<file path="src/rtl/decoder_seq_nx_pkg.sv">
// rtl/decoder_seq_nx_pkg.sv - shared types and one-hot helper for decoder_seq_nx
package decoder_seq_pkg;

    typedef enum logic {IDLE, SWEEP} dec_state_t;

    // Widest one-hot vector the helper can produce; NUM_OUT must not exceed it.
    localparam int ONEHOT_MAX = 256;

    function automatic logic [ONEHOT_MAX-1:0] onehot(input int unsigned idx, input int unsigned width);
        logic [ONEHOT_MAX-1:0] r;
        r = '0;
        if (idx < width && idx < ONEHOT_MAX)
            r = ONEHOT_MAX'(1) << idx;
        return r;
    endfunction

endpackage

</file>
<file path="src/rtl/decoder_seq_nx_dec_onehot.sv">
// rtl/decoder_seq_nx_dec_onehot.sv - combinational index to one-hot decoder with in-range flag
module dec_onehot
    import decoder_seq_pkg::*;
#(
    parameter int IDX_W   = 4,
    parameter int NUM_OUT = 16
) (
    input  logic [IDX_W-1:0]   idx,
    output logic [NUM_OUT-1:0] y,
    output logic               in_range
);

    assign y        = NUM_OUT'(onehot(32'(idx), 32'(NUM_OUT)));
    assign in_range = (32'(idx) < 32'(NUM_OUT));

endmodule

</file>
<file path="src/rtl/decoder_seq_nx.sv">
// rtl/decoder_seq_nx.sv - registered one-hot decoder with sweep mode; DECODER_SEQ_HOLD_EN holds y when idle
module decoder_seq_nx
    import decoder_seq_pkg::*;
#(
    parameter int SEL_W   = 4,
    parameter int NUM_OUT = 16
) (
    input  logic               clk,
    input  logic               rst_n,
    input  logic               en,
    input  logic [SEL_W-1:0]   sel,
    input  logic               sweep_start,
    output logic [NUM_OUT-1:0] y,
    output logic               y_valid,
    output logic               sel_err,
    output logic               sweep_busy,
    output logic               sweep_done
);

    localparam logic [NUM_OUT-1:0] FIRST_Y = NUM_OUT'(1);
    localparam logic               SINGLE  = (NUM_OUT == 1);

    dec_state_t         state;
    logic [SEL_W:0]     cnt;
    logic [NUM_OUT-1:0] sel_y;
    logic [NUM_OUT-1:0] cnt_y;
    logic               sel_ok;
    logic               cnt_ok;
    logic               last_step;

    dec_onehot #(.IDX_W(SEL_W), .NUM_OUT(NUM_OUT)) u_sel_dec (
        .idx      (sel),
        .y        (sel_y),
        .in_range (sel_ok)
    );

    dec_onehot #(.IDX_W(SEL_W + 1), .NUM_OUT(NUM_OUT)) u_cnt_dec (
        .idx      (cnt),
        .y        (cnt_y),
        .in_range (cnt_ok)
    );

    assign last_step = (32'(cnt) == 32'(NUM_OUT - 1));

    always_ff @(posedge clk or negedge rst_n) begin
        if (!rst_n) begin
            state      <= IDLE;
            cnt        <= '0;
            y          <= '0;
            y_valid    <= 1'b0;
            sel_err    <= 1'b0;
            sweep_busy <= 1'b0;
            sweep_done <= 1'b0;
        end else if (state == SWEEP && cnt_ok) begin
            y          <= cnt_y;
            y_valid    <= 1'b1;
            cnt        <= cnt + 1'b1;
            sweep_done <= last_step;
        end else if (sweep_start) begin
            // Reached from IDLE or from the sweep exit edge, so back-to-back sweeps have no gap.
            state      <= SWEEP;
            cnt        <= {{SEL_W{1'b0}}, 1'b1};
            y          <= FIRST_Y;
            y_valid    <= 1'b1;
            sel_err    <= 1'b0;
            sweep_busy <= 1'b1;
            sweep_done <= SINGLE;
        end else begin
            state      <= IDLE;
            cnt        <= '0;
            sweep_busy <= 1'b0;
            sweep_done <= 1'b0;
            if (en) begin
                if (sel_ok) begin
                    y       <= sel_y;
                    y_valid <= 1'b1;
                    sel_err <= 1'b0;
                end else begin
                    y       <= '0;
                    y_valid <= 1'b0;
                    sel_err <= 1'b1;
                end
            end else begin
                sel_err <= 1'b0;
`ifdef DECODER_SEQ_HOLD_EN
`else
                y       <= '0;
                y_valid <= 1'b0;
`endif
            end
        end
    end

endmodule

</file>
<file path="config.mk">
export PLATFORM = sky130hd
export DESIGN_NAME = decoder_seq_nx
export DESIGN_NICKNAME = d
export VERILOG_FILES = /design/src/rtl/decoder_seq_nx_pkg.sv /design/src/rtl/decoder_seq_nx_dec_onehot.sv /design/src/rtl/decoder_seq_nx.sv
export SDC_FILE = /design/constraint.sdc
export NUM_CORES = 1
export LEC_CHECK = 0
export BUFFER_PORTS_ARGS = -buffer_cell sky130_fd_sc_hd__buf_2
export CORE_ASPECT_RATIO = 1.75
export CORE_MARGIN = 2
export CORE_UTILIZATION = 35
export CTS_BUF_LIST = sky130_fd_sc_hd__clkbuf_4
export DETAILED_ROUTE_END_ITERATION = 7
export GPL_ROUTABILITY_DRIVEN = 0
export MAX_ROUTING_LAYER = met4
export SYNTH_ARGS = -nofsm -noshare
export SYNTH_HDL_FRONTEND = slang
export SYNTH_SLANG_ARGS = --single-unit
</file>
<file path="constraint.sdc">
create_clock -name clk -period 1.4 [get_ports clk]
set_clock_uncertainty 0.15 [all_clocks]
set_input_delay 0.21 -clock clk [delete_from_list [all_inputs] [get_ports clk]]
set_output_delay 0.21 -clock clk [all_outputs]
set_load 0.05 [all_outputs]
</file>
==> results of run 1 <==
[metrics by stage]
stage / setup slack [ns] / std cells / util, % / hold WS, ns / instance area (um2)
after floorplan: 0.0186 / 94 / - / -0.236 / 1120
after global placement: 0.0438 / 164 / 42.3 / 0.0551 / 1310
after detailed placement: 0.0124 / 164 / 42.3 / 0.0679 / 1310
after CTS: 0.00960 / 172 / 44.5 / 0.0422 / 1380
after global routing: -0.00831 / 172 / 44.8 / 0.0507 / 1390
final: 0.0244 / 172 / 44.8 / 0.0405 / 1390
[worst reg2reg max path, cell delays in order (launching register included)]
cell and delay [ns]:
dfrtp_1 0.41, ha_2 0.20, and3_1 0.18, ha_2 0.30, nor2_1 0.03
[repair_timing]
action	CTS	global route
endpoints found under the hold margin	26	0
endpoints found under the setup margin	1	5
setup buffers	0	0
pin swaps	0	2
resized for setup	1	4
hold buffers	4	0
[path summary, 6_finish.rpt]
path                                      to  depth (start not counted)  slack, ns
min reg2reg                 cnt[0]$_DFF_PN0_                          2       0.47
min                         cnt[0]$_DFF_PN0_                          3       0.04
max reg2reg                 cnt[4]$_DFF_PN0_                          4       0.02
max                         cnt[4]$_DFF_PN0_                          4       0.02
min in group asynchronous  y_valid$_DFF_PN0_                          2       0.23
max in group asynchronous  state$_DFFE_PN0N_                          2       0.50
[layout make-up]
class,count,share of cell area [%]
Timing Repair Buffer,34,14.6
Multi-Input combinational cell,61,34.9
Sequential cell,24,43.2
Tap cell,43,3.86
Inverter,6,1.62
Clock inverter,1,0.270
Clock buffer,3,1.62
[Yosys cell counts]
master / count
conb_1: 1
nand3_1: 4
buf_2: 1
and4bb_2: 1
nor2b_1: 3
ha_1: 7
a31oi_1: 1
and2_1: 2
o21ai_0: 4
nor2b_4: 1
nand4_1: 1
or3_1: 1
and2b_4: 1
dfrtp_1: 24
a22o_1: 3
and3_4: 1
buf_6: 1
xor2_1: 1
buf_4: 1
nand2_1: 3
a32o_1: 5
a21oi_1: 2
o31ai_2: 1
nand2b_4: 1
nand2b_1: 1
and3_1: 1
nor3_2: 1
nor2_1: 7
nand3_2: 1
and4b_4: 1
inv_1: 6
and2_2: 2
o2bb2ai_1: 3
[cells by family after synthesis]
logic type / after synthesis / synth area share [%]
adders and majority gates: 7 / 7.80
other: 1 / 0.334
and+or+nand+nor: 33 / 20.0
xor gates and xnor gates: 1 / 0.781
AOI/OAI and AO/OA: 19 / 13.5
buffers and inverters: 9 / 4.12
DFF: 24 / 53.5
[report_power, final]
part           internal (mW)  switching [mW]
logic                  0.498           0.957
registers              0.880           0.116
clock network          0.104           0.206
[registers in the layout, summed over array words and instances, names as in the netlist]
signal,flops
cnt,5
state,1
sweep_done,1
y,16
y_valid,1
[routing by layer]
| layer | vias to the layer above | GRT usage, % |
|---|---|---|
| li1 | 399 | - |
| met1 | 430 | 15.2 |
| met2 | 27 | 26.6 |
| met3 | 14 | 2.73 |
| met4 | 0 | 10.6 |
| met5 | - | - |
==> flow_summary_export.csv, run 1 <==
group,metric,value,unit
outcome,status,"finished clean",
cells_and_area,drive_above_1_share,38.0,%
detailed_routing,drt_iter0_markers,15,
floorplan,die_h,78.9,um
setup_path,cp.required,1.47,ns
synth,avgSynthCellArea,11.9,um2
setup_path,critPathLaunchType,"flop",
sta,slew_headroom,65.9,%
clock_network,cts_max_path_buffers,2,
power,vdd_drop_max,0.897,mV
sta,finalSetupTns,0,ns
grt,grt_usage,15.7,%
setup_path,critical-path-max-stage-delay,0.41,ns
clock_network,cts_made_buffers,3,
setup_path,crit_type,"reg -> reg",
floorplan,fp.dieW,46.8,um
sta,hold_viol,0,
floorplan,row_count,27,
setup_path,end_kind,"flop",
setup_path,cp.arrival,1.45,ns
detailed_routing,via_count,870,
synth,synth_seq_cells,24,
sta,period_share,98.3,%
synth,synthTopCellsByArea,"dfrtp_1 (54%), ha_1 (7.8%), a32o_1 (4.5%)",
setup_path,crit_start,"cnt[1]$_DFF_PN0_",
sta,post-route-min-period,1.38,ns
cells_and_area,layout_commonest_cell,"buf_2",
floorplan,ios,28,
detailed_routing,top_layer_used,"met4",
power,p_leak,0.688,nW
clock_network,cts_tree,"built",
clock_network,worst_skew_pair.late_latency,0.31,ns
setup_path,r2r-start,"cnt[1]$_DFF_PN0_",
run,cap_violations,0,
synth,synthesis.area,1120,um2
setup_path,worstPathCellList,"ha_2 > and3_1 > ha_2 > nor2_1",
clock_network,cts_max_level,1,
sta,rsz0062_at_grt,"yes",
cells_and_area,multi_input_area,485,um2
hold_path,min_path_type,"in -> reg",
detailed_routing,wire_per_inst,14.4,um
detailed_routing,via_per_inst,5.06,
setup_path,crit_fanout,3,
synth,synth_top_area_share,53.5,%
setup_path,path_buf_inv,0,
clock_network,cts_root_buffer,"clkbuf_4",
detailed_routing,met1_length,840,um
sta,final-setup-viol-count,0,
power,total_power,2.76,mW
setup_path,crit_slowest_cell,"dfrtp_1",
placement,io_buffers,26,
grt,grt_overflow,0,
detailed_routing,route.met2.wl,1.41,mm
detailed_routing,drc,0,
grt,first_global_vias,917,
detailed_routing,first_pass_iters,3,
setup_path,cpMostUsedCell,"ha_2",
synth,synth_area_leader_cell,"dfrtp_1",
synth,syn_inst,94,
detailed_routing,wl,2.48,mm
sta,slew_violations,0,
synth,ys_types,33,
detailed_routing,routed-wl-met3,85,um
detailed_routing,ant_nets,0,
cells_and_area,syn2layout_area_growth,24.1,%
floorplan,dieArea,3690,um2
synth,yosys_warnings,0,
clock_network,clkTransAtPathRegs,0.13,ns
synth,yosysSeqAreaShare,53.5,%
setup_path,crit_family,"adder cells",
cells_and_area,fill_cells,312,
hold_path,min_from,"sweep_start",
cells_and_area,regArea,602,um2
cells_and_area,final_cell_mix,"buf_2 (25), dfrtp_1 (23), nor2_1 (7)",
placement,hpwl,1.95,mm
sta,max_freq,0.727,GHz
cells_and_area,num_antenna_cells,0,
grt,grt_max_degree,25,
cells_and_area,final_net_count,145,
sta,worstMarginPinSlew,0.512,ns
power,power_density,1980,nW/um2
floorplan,core,3110,um2
clock_network,cts.sinks,24,
synth,synth_nets,109,
grt,grt_first_pass_wirelength,4.11,mm
floorplan,start_util,36.1,%
grt,antenna_found_initial,0,
Power figures use the tool's default switching activity.
==> run 2: changes to the inputs <==
--- a/config.mk
+++ b/config.mk
@@ -13,6 +13,7 @@
 export DETAILED_ROUTE_END_ITERATION = 7
 export GPL_ROUTABILITY_DRIVEN = 0
 export MAX_ROUTING_LAYER = met4
+export RECOVER_POWER = 50
 export SYNTH_ARGS = -nofsm -noshare
 export SYNTH_HDL_FRONTEND = slang
 export SYNTH_SLANG_ARGS = --single-unit
==> flow_summary_export.csv, run 2 (same netlist as run 1, synthesis figures left out) <==
group,metric,value,unit
setup_path,cp.arrival,1.45,ns
cells_and_area,largest-register,"y",
setup_path,crit_start,"cnt[1]$_DFF_PN0_",
power,power_density,1980,nW/um2
floorplan,row_count,27,
sta,final-setup-viol-count,0,
clock_network,cts_tree,"built",
cells_and_area,layout_commonest_cell,"dfrtp_1",
power,p_sw,1.28,mW
cells_and_area,final_net_count,145,
setup_path,cp.required,1.47,ns
sta,setup_slack,0.0244,ns
setup_path,crit_slowest_cell,"dfrtp_1",
power,comb_power_share,52.7,%
detailed_routing,wire_per_inst,14.4,um
cells_and_area,finalNonFillerCells,172,
grt,grt_usage,15.7,%
floorplan,core,3110,um2
clock_network,worst_skew_pair.late_latency,0.31,ns
sta,period_share,98.3,%
clock_network,cts_made_buffers,3,
grt,antenna_found_initial,0,
clock_network,cts_root_buffer,"clkbuf_4",
placement,pre_cts_slack,0.0124,ns
grt,grt_overflow,0,
sta,rsz0062_at_grt,"yes",
clock_network,cts.sinks,24,
grt,grt_first_pass_wirelength,4.11,mm
grt,grt_max_degree,25,
hold_path,min_path_cells,3,
hold_path,min_path_type,"in -> reg",
placement,io_buffers,26,
power,vdd_drop_max,0.897,mV
sta,hold_viol,0,
cells_and_area,syn2layout_area_growth,24.1,%
sta,slew_headroom,62.0,%
detailed_routing,wl,2.48,mm
detailed_routing,via_per_inst,5.06,
power,clock_power_share,11.2,%
setup_path,timing.rr.end,"cnt[4]$_DFF_PN0_",
setup_path,path_buf_inv,0,
setup_path,critPathLaunchType,"flop",
setup_path,crit_type,"reg -> reg",
floorplan,ios,28,
setup_path,crit_cells,4,
setup_path,r2r-start,"cnt[1]$_DFF_PN0_",
cells_and_area,num_antenna_cells,0,
clock_network,cts_max_level,1,
detailed_routing,drt_iter0_markers,15,
placement,placed_cells,164,
clock_network,cts_max_path_buffers,2,
run,cap_violations,0,
setup_path,r2r_slack,0.02,ns
detailed_routing,drc,0,
sta,slew_violations,0,
cells_and_area,final_cell_mix,"dfrtp_1 (23), buf_2 (22), nor2_1 (7)",
setup_path,worstPathCellList,"ha_2 > and3_1 > ha_2 > nor2_1",
clock_network,clkTransAtPathRegs,0.13,ns
detailed_routing,first_pass_iters,3,
setup_path,crit_fanout,3,
setup_path,endpoint,"cnt[4]$_DFF_PN0_",
power,power_switching_share,46.3,%
setup_path,cpMostUsedCell,"ha_2",
power,p_int,1.48,mW
setup_path,rr_worst_depth,4,
setup_path,critical-path-max-stage-delay,0.41,ns
power,seq_power_share,36.1,%
sta,post-route-min-period,1.38,ns
detailed_routing,ant_nets,0,
outcome,status,"finished clean",
cells_and_area,drive_above_1_share,38.0,%
grt,first_global_vias,917,
setup_path,crit_family,"adder cells",
floorplan,dieArea,3690,um2
cells_and_area,largest_reg_flops,16,
sta,worstMarginPinSlew,0.570,ns
setup_path,end_kind,"flop",
floorplan,start_util,36.1,%
floorplan,fp.dieW,46.8,um
sta,max_freq,0.727,GHz
power,p_leak,0.687,nW
placement,hpwl,1.95,mm
detailed_routing,via_count,870,
floorplan,die_h,78.9,um
cells_and_area,top_regs,"y: 16 flops, cnt: 5 flops",
run 2: cell types whose count changed in the layout (fill, tap and decap cells not counted), sizes merged:
cell    change
buf         -3
clkbuf      +3
run 2: area by class of cell:
cell class | instances | area (um2)
clock buffers | 3 | 22.5
clock inverters | 1 | 3.75
fillers | 312 | 1720
inverters | 6 | 22.5
multi-input cells | 61 | 485
flip-flops and latches | 24 | 602
well taps | 43 | 53.8
repair buffers | 34 | 203
run 2: metrics by stage:
step	cell area, um2	hold slack, ns	power, mW	TNS [ns]	utilization (%)
finish	1390	0.0405	2.76	0	44.8
detailed placement	1310	0.0679	2.46	0	42.3
floorplan	1120	-0.236	2.05	0	-
global route	1390	0.0507	2.94	-0.00831	44.8
global placement	1310	0.0551	2.42	0	42.3
CTS	1380	0.0422	2.78	0	44.5
run 2: timing repair:
action | 4_1_cts | 5_1_grt
gates resized for setup | 1 | 4
endpoints found under the setup margin | 1 | 5
hold buffers | 4 | 0
hold endpoints to repair | 26 | 0
pin swaps | 0 | 2
setup buffers | 0 | 0
run 2: power groups by stage:
stage,sequential (mW),clock [mW],combinational (mW)
final,0.998,0.310,1.45
after global routing,1.03,0.342,1.57
after CTS,0.999,0.320,1.46
after detailed placement,1.01,0,1.44
after global placement,1.00,0,1.42
after floorplan,1.42,0,0.634
run 2: worst min-delay path by stage:
| stage | from | endpoint | slack, ns |
|---|---|---|---|
| 2_1_floorplan | rst_n | cnt[0]$_DFF_PN0_ | -0.24 |
| 3_3_place_gp | rst_n | y[7]$_DFF_PN0_ | 0.06 |
| 3_5_place_dp | rst_n | y_valid$_DFF_PN0_ | 0.07 |
| 4_1_cts | sweep_start | cnt[0]$_DFF_PN0_ | 0.04 |
| 5_1_grt | sweep_start | y_valid$_DFF_PN0_ | 0.05 |
| 6_report | sweep_start | cnt[0]$_DFF_PN0_ | 0.04 |
run 2: worst register-to-register path: stages (launching register included):
cell     delay (ns)
dfrtp_1        0.41
ha_2           0.20
and3_1         0.18
ha_2           0.30
nor2_1         0.03
run 2: metal layers:
metal,track usage (%),routed length [um]
met1,15.2,840
met2,26.6,1410
met3,2.73,85
met4,10.6,148
met5,-,0
==> run 3: changes to the inputs <==
--- a/config.mk
+++ b/config.mk
@@ -5,6 +5,7 @@
 export SDC_FILE = /design/constraint.sdc
 export NUM_CORES = 1
 export LEC_CHECK = 0
+export ABC_CLOCK_PERIOD_IN_PS = 1400
 export BUFFER_PORTS_ARGS = -buffer_cell sky130_fd_sc_hd__buf_2
 export CORE_ASPECT_RATIO = 1.75
 export CORE_MARGIN = 2
@@ -16,4 +17,5 @@
 export RECOVER_POWER = 50
 export SYNTH_ARGS = -nofsm -noshare
 export SYNTH_HDL_FRONTEND = slang
+export SYNTH_HIERARCHICAL = 1
 export SYNTH_SLANG_ARGS = --single-unit
==> flow_summary_export.csv, run 3 <==
group,metric,value,unit
synth,synthMuxAreaShare,0.671,%
setup_path,crit_fanout,6,
floorplan,ios,28,
grt,grt_first_pass_wirelength,5.53,mm
grt,first_global_vias,1064,
detailed_routing,first_pass_iters,4,
hold_path,min_path_type,"in -> reg",
outcome,status,"finished clean",
synth,synth_edf_count,0,
setup_path,critPathLaunchType,"flop",
clock_network,cts_max_level,1,
power,total_power,3.45,mW
synth,synth_top_flop_cell,"dfrtp_1",
synth,synthTopCellsByArea,"dfrtp_1 (42%), a32o_1 (10%), and4bb_2 (5.0%)",
sta,final-setup-viol-count,0,
detailed_routing,wl,3.40,mm
sta,worstMarginPinSlew,0.633,ns
synth,synth_compound_area_share,13.2,%
detailed_routing,drt_iter0_markers,43,
synth,synth_top_family_by_area,"simple AND/OR/NAND/NOR gates",
floorplan,core,4110,um2
clock_network,cts_made_buffers,3,
clock_network,cts_max_path_buffers,2,
synth,synthXorXnorAreaFrac,0.587,%
hold_path,min_from,"en",
cells_and_area,top_regs,"y: 16 flops, cnt: 5 flops",
detailed_routing,drc,0,
clock_network,cts.sinks,25,
synth,synth_nets,133,
clock_network,worst_skew_pair.late_latency,0.32,ns
setup_path,r2r-start,"cnt[4]$_DFF_PN0_",
clock_network,clkTransAtPathRegs,0.14,ns
sta,post-route-min-period,1.38,ns
placement,hpwl,2.31,mm
floorplan,fp.dieW,53.4,um
cells_and_area,largest-register,"y",
power,p_int,1.84,mW
sta,setup_slack,0.0209,ns
synth,synth_fa_ha_area_share,1.68,%
sta,slew_headroom,57.8,%
sta,max_freq,0.725,GHz
placement,placed_cells,193,
sta,hold_viol,0,
clock_network,cts_root_buffer,"clkbuf_4",
detailed_routing,wire_per_inst,16.6,um
setup_path,cp.arrival,1.49,ns
power,seq_power_share,31.6,%
synth,synth_seq_cells,25,
setup_path,cp.required,1.51,ns
detailed_routing,via_per_inst,5.47,
placement,io_buffers,27,
power,p_leak,0.824,nW
floorplan,start_util,36.3,%
synth,netlist_top_cells_count,"dfrtp_1 (25), a32o_1 (15), buf_4 (8)",
power,power_density,1900,nW/um2
power,comb_power_share,58.9,%
detailed_routing,ant_nets,0,
power,vdd_drop_max,1.05,mV
cells_and_area,finalNonFillerCells,205,
setup_path,crit_start,"cnt[4]$_DFF_PN0_",
power,clock_power_share,9.5,%
synth,synth_area_leader_cell,"dfrtp_1",
grt,grt_usage,15.7,%
placement,pre_cts_slack,-0.0372,ns
cells_and_area,syn2layout_area_growth,21.5,%
floorplan,row_count,31,
sta,rsz0062_at_grt,"yes",
power,power_switching_share,46.8,%
synth,synthArstFlopShare,100,%
power,p_sw,1.62,mW
clock_network,cts_tree,"built",
cells_and_area,fill_cells,418,
floorplan,die_h,90.4,um
cells_and_area,drive_above_1_share,52.6,%
synth,ys_types,36,
synth,syn_inst,123,
grt,grt_max_degree,26,
grt,antenna_found_initial,0,
grt,grt_overflow,0,
synth,synthesis.area,1490,um2
setup_path,end_kind,"flop",
floorplan,dieArea,4820,um2
cells_and_area,final_net_count,167,
synth,avgSynthCellArea,12.1,um2
cells_and_area,num_antenna_cells,0,
synth,synth.most_common_cell,"dfrtp_1",
synth,synth-simple-area-share,32.1,%
run,cap_violations,0,
detailed_routing,via_count,1122,
setup_path,crit_type,"reg -> reg",
synth,yosys_warnings,6,
cells_and_area,layout_commonest_cell,"buf_2",
cells_and_area,largest_reg_flops,16,
cells_and_area,final_cell_mix,"buf_2 (25), dfrtp_1 (20), a32o_1 (15)",
sta,slew_violations,0,
synth,yosysSeqAreaShare,41.9,%
sta,period_share,98.5,%
synth,synth_top_area_share,41.9,%
## run 3: final timing paths
path / cells past startpoint / end / slack [ns]
setup / recovery: 4 / y[12]$_DFF_PN0_ / 0.02
hold / removal: 3 / y[0]$_DFF_PN0_ / 0.04
setup reg to reg: 4 / y[12]$_DFF_PN0_ / 0.02
hold reg to reg: 2 / sel_err$_DFFE_PN0N_ / 0.42
max in group asynchronous: 2 / cnt[3]$_DFF_PN0_ / 0.38
min in group asynchronous: 2 / sweep_done$_DFF_PN0_ / 0.27
## run 3: stage by stage
stage	setup TNS [ns]	cell area, um2	hold slack [ns]	utilization (%)
2_1_floorplan	-0.994	1510	-0.236	-
3_3_place_gp	0	1650	0.0741	40.1
3_5_place_dp	-0.0435	1650	0.0926	40.1
4_1_cts	-0.0396	1740	0.0478	42.2
5_1_grt	-0.0887	1810	0.0311	44.1
6_report	0	1810	0.0365	44.1
## run 3: area by class of cell
type,count,area (um2),share of cell area (%)
well taps,49,61.3,3.38
clock inverters,1,5.00,0.276
inverters,4,17.5,0.966
clock buffers,3,22.5,1.24
flip-flops and latches,25,632,34.9
multi-input cells,78,776,42.8
repair buffers,45,299,16.5
## run 3: power by group through the flow
stage | Clock [mW] | Combinational (mW) | Sequential (mW)
2_1_floorplan | 0 | 0.954 | 1.55
3_3_place_gp | 0 | 1.75 | 1.08
3_5_place_dp | 0 | 1.80 | 1.09
4_1_cts | 0.338 | 1.90 | 1.08
5_1_grt | 0.375 | 2.17 | 1.12
6_report | 0.329 | 2.03 | 1.09
## run 3: critical path: stages, from the launching register on
cell and delay, ns:
dfrtp_2 0.50, buf_6 0.16, nand3b_1 0.20, nor3_2 0.16, a32o_1 0.16
## run 3: what timing repair did
action                                 CTS  global route
endpoints found under the hold margin   25             0
pin swaps                                2             6
buffers inserted                         3             4
setup endpoints to repair               16             8
hold buffers                             1             0
gates cloned                             0             0
resized for setup                        7             9
## run 3: kinds of logic (layout without fill, tap and decap cells)
family / after synthesis / count (layout)
AND/OR/NAND/NOR: 54 / 54
flip-flops: 25 / 25
buffers and inverters: 20 / 53
adder cells (fa/ha/maj): 2 / 2
multiplexers: 1 / 1
AO/OA/AOI/OAI: 19 / 19
XOR/XNOR: 1 / 1
other: 1 / 1
## run 3: per-layer routing
metal | track usage (%) | vias to the layer above | part of all wire, %
li1 | - | 537 | -
met1 | 18.9 | 560 | 38
met2 | 26.3 | 23 | 58
met3 | 1.49 | 2 | 2.8
met4 | 5.77 | 0 | 0.91
met5 | - | - | 0
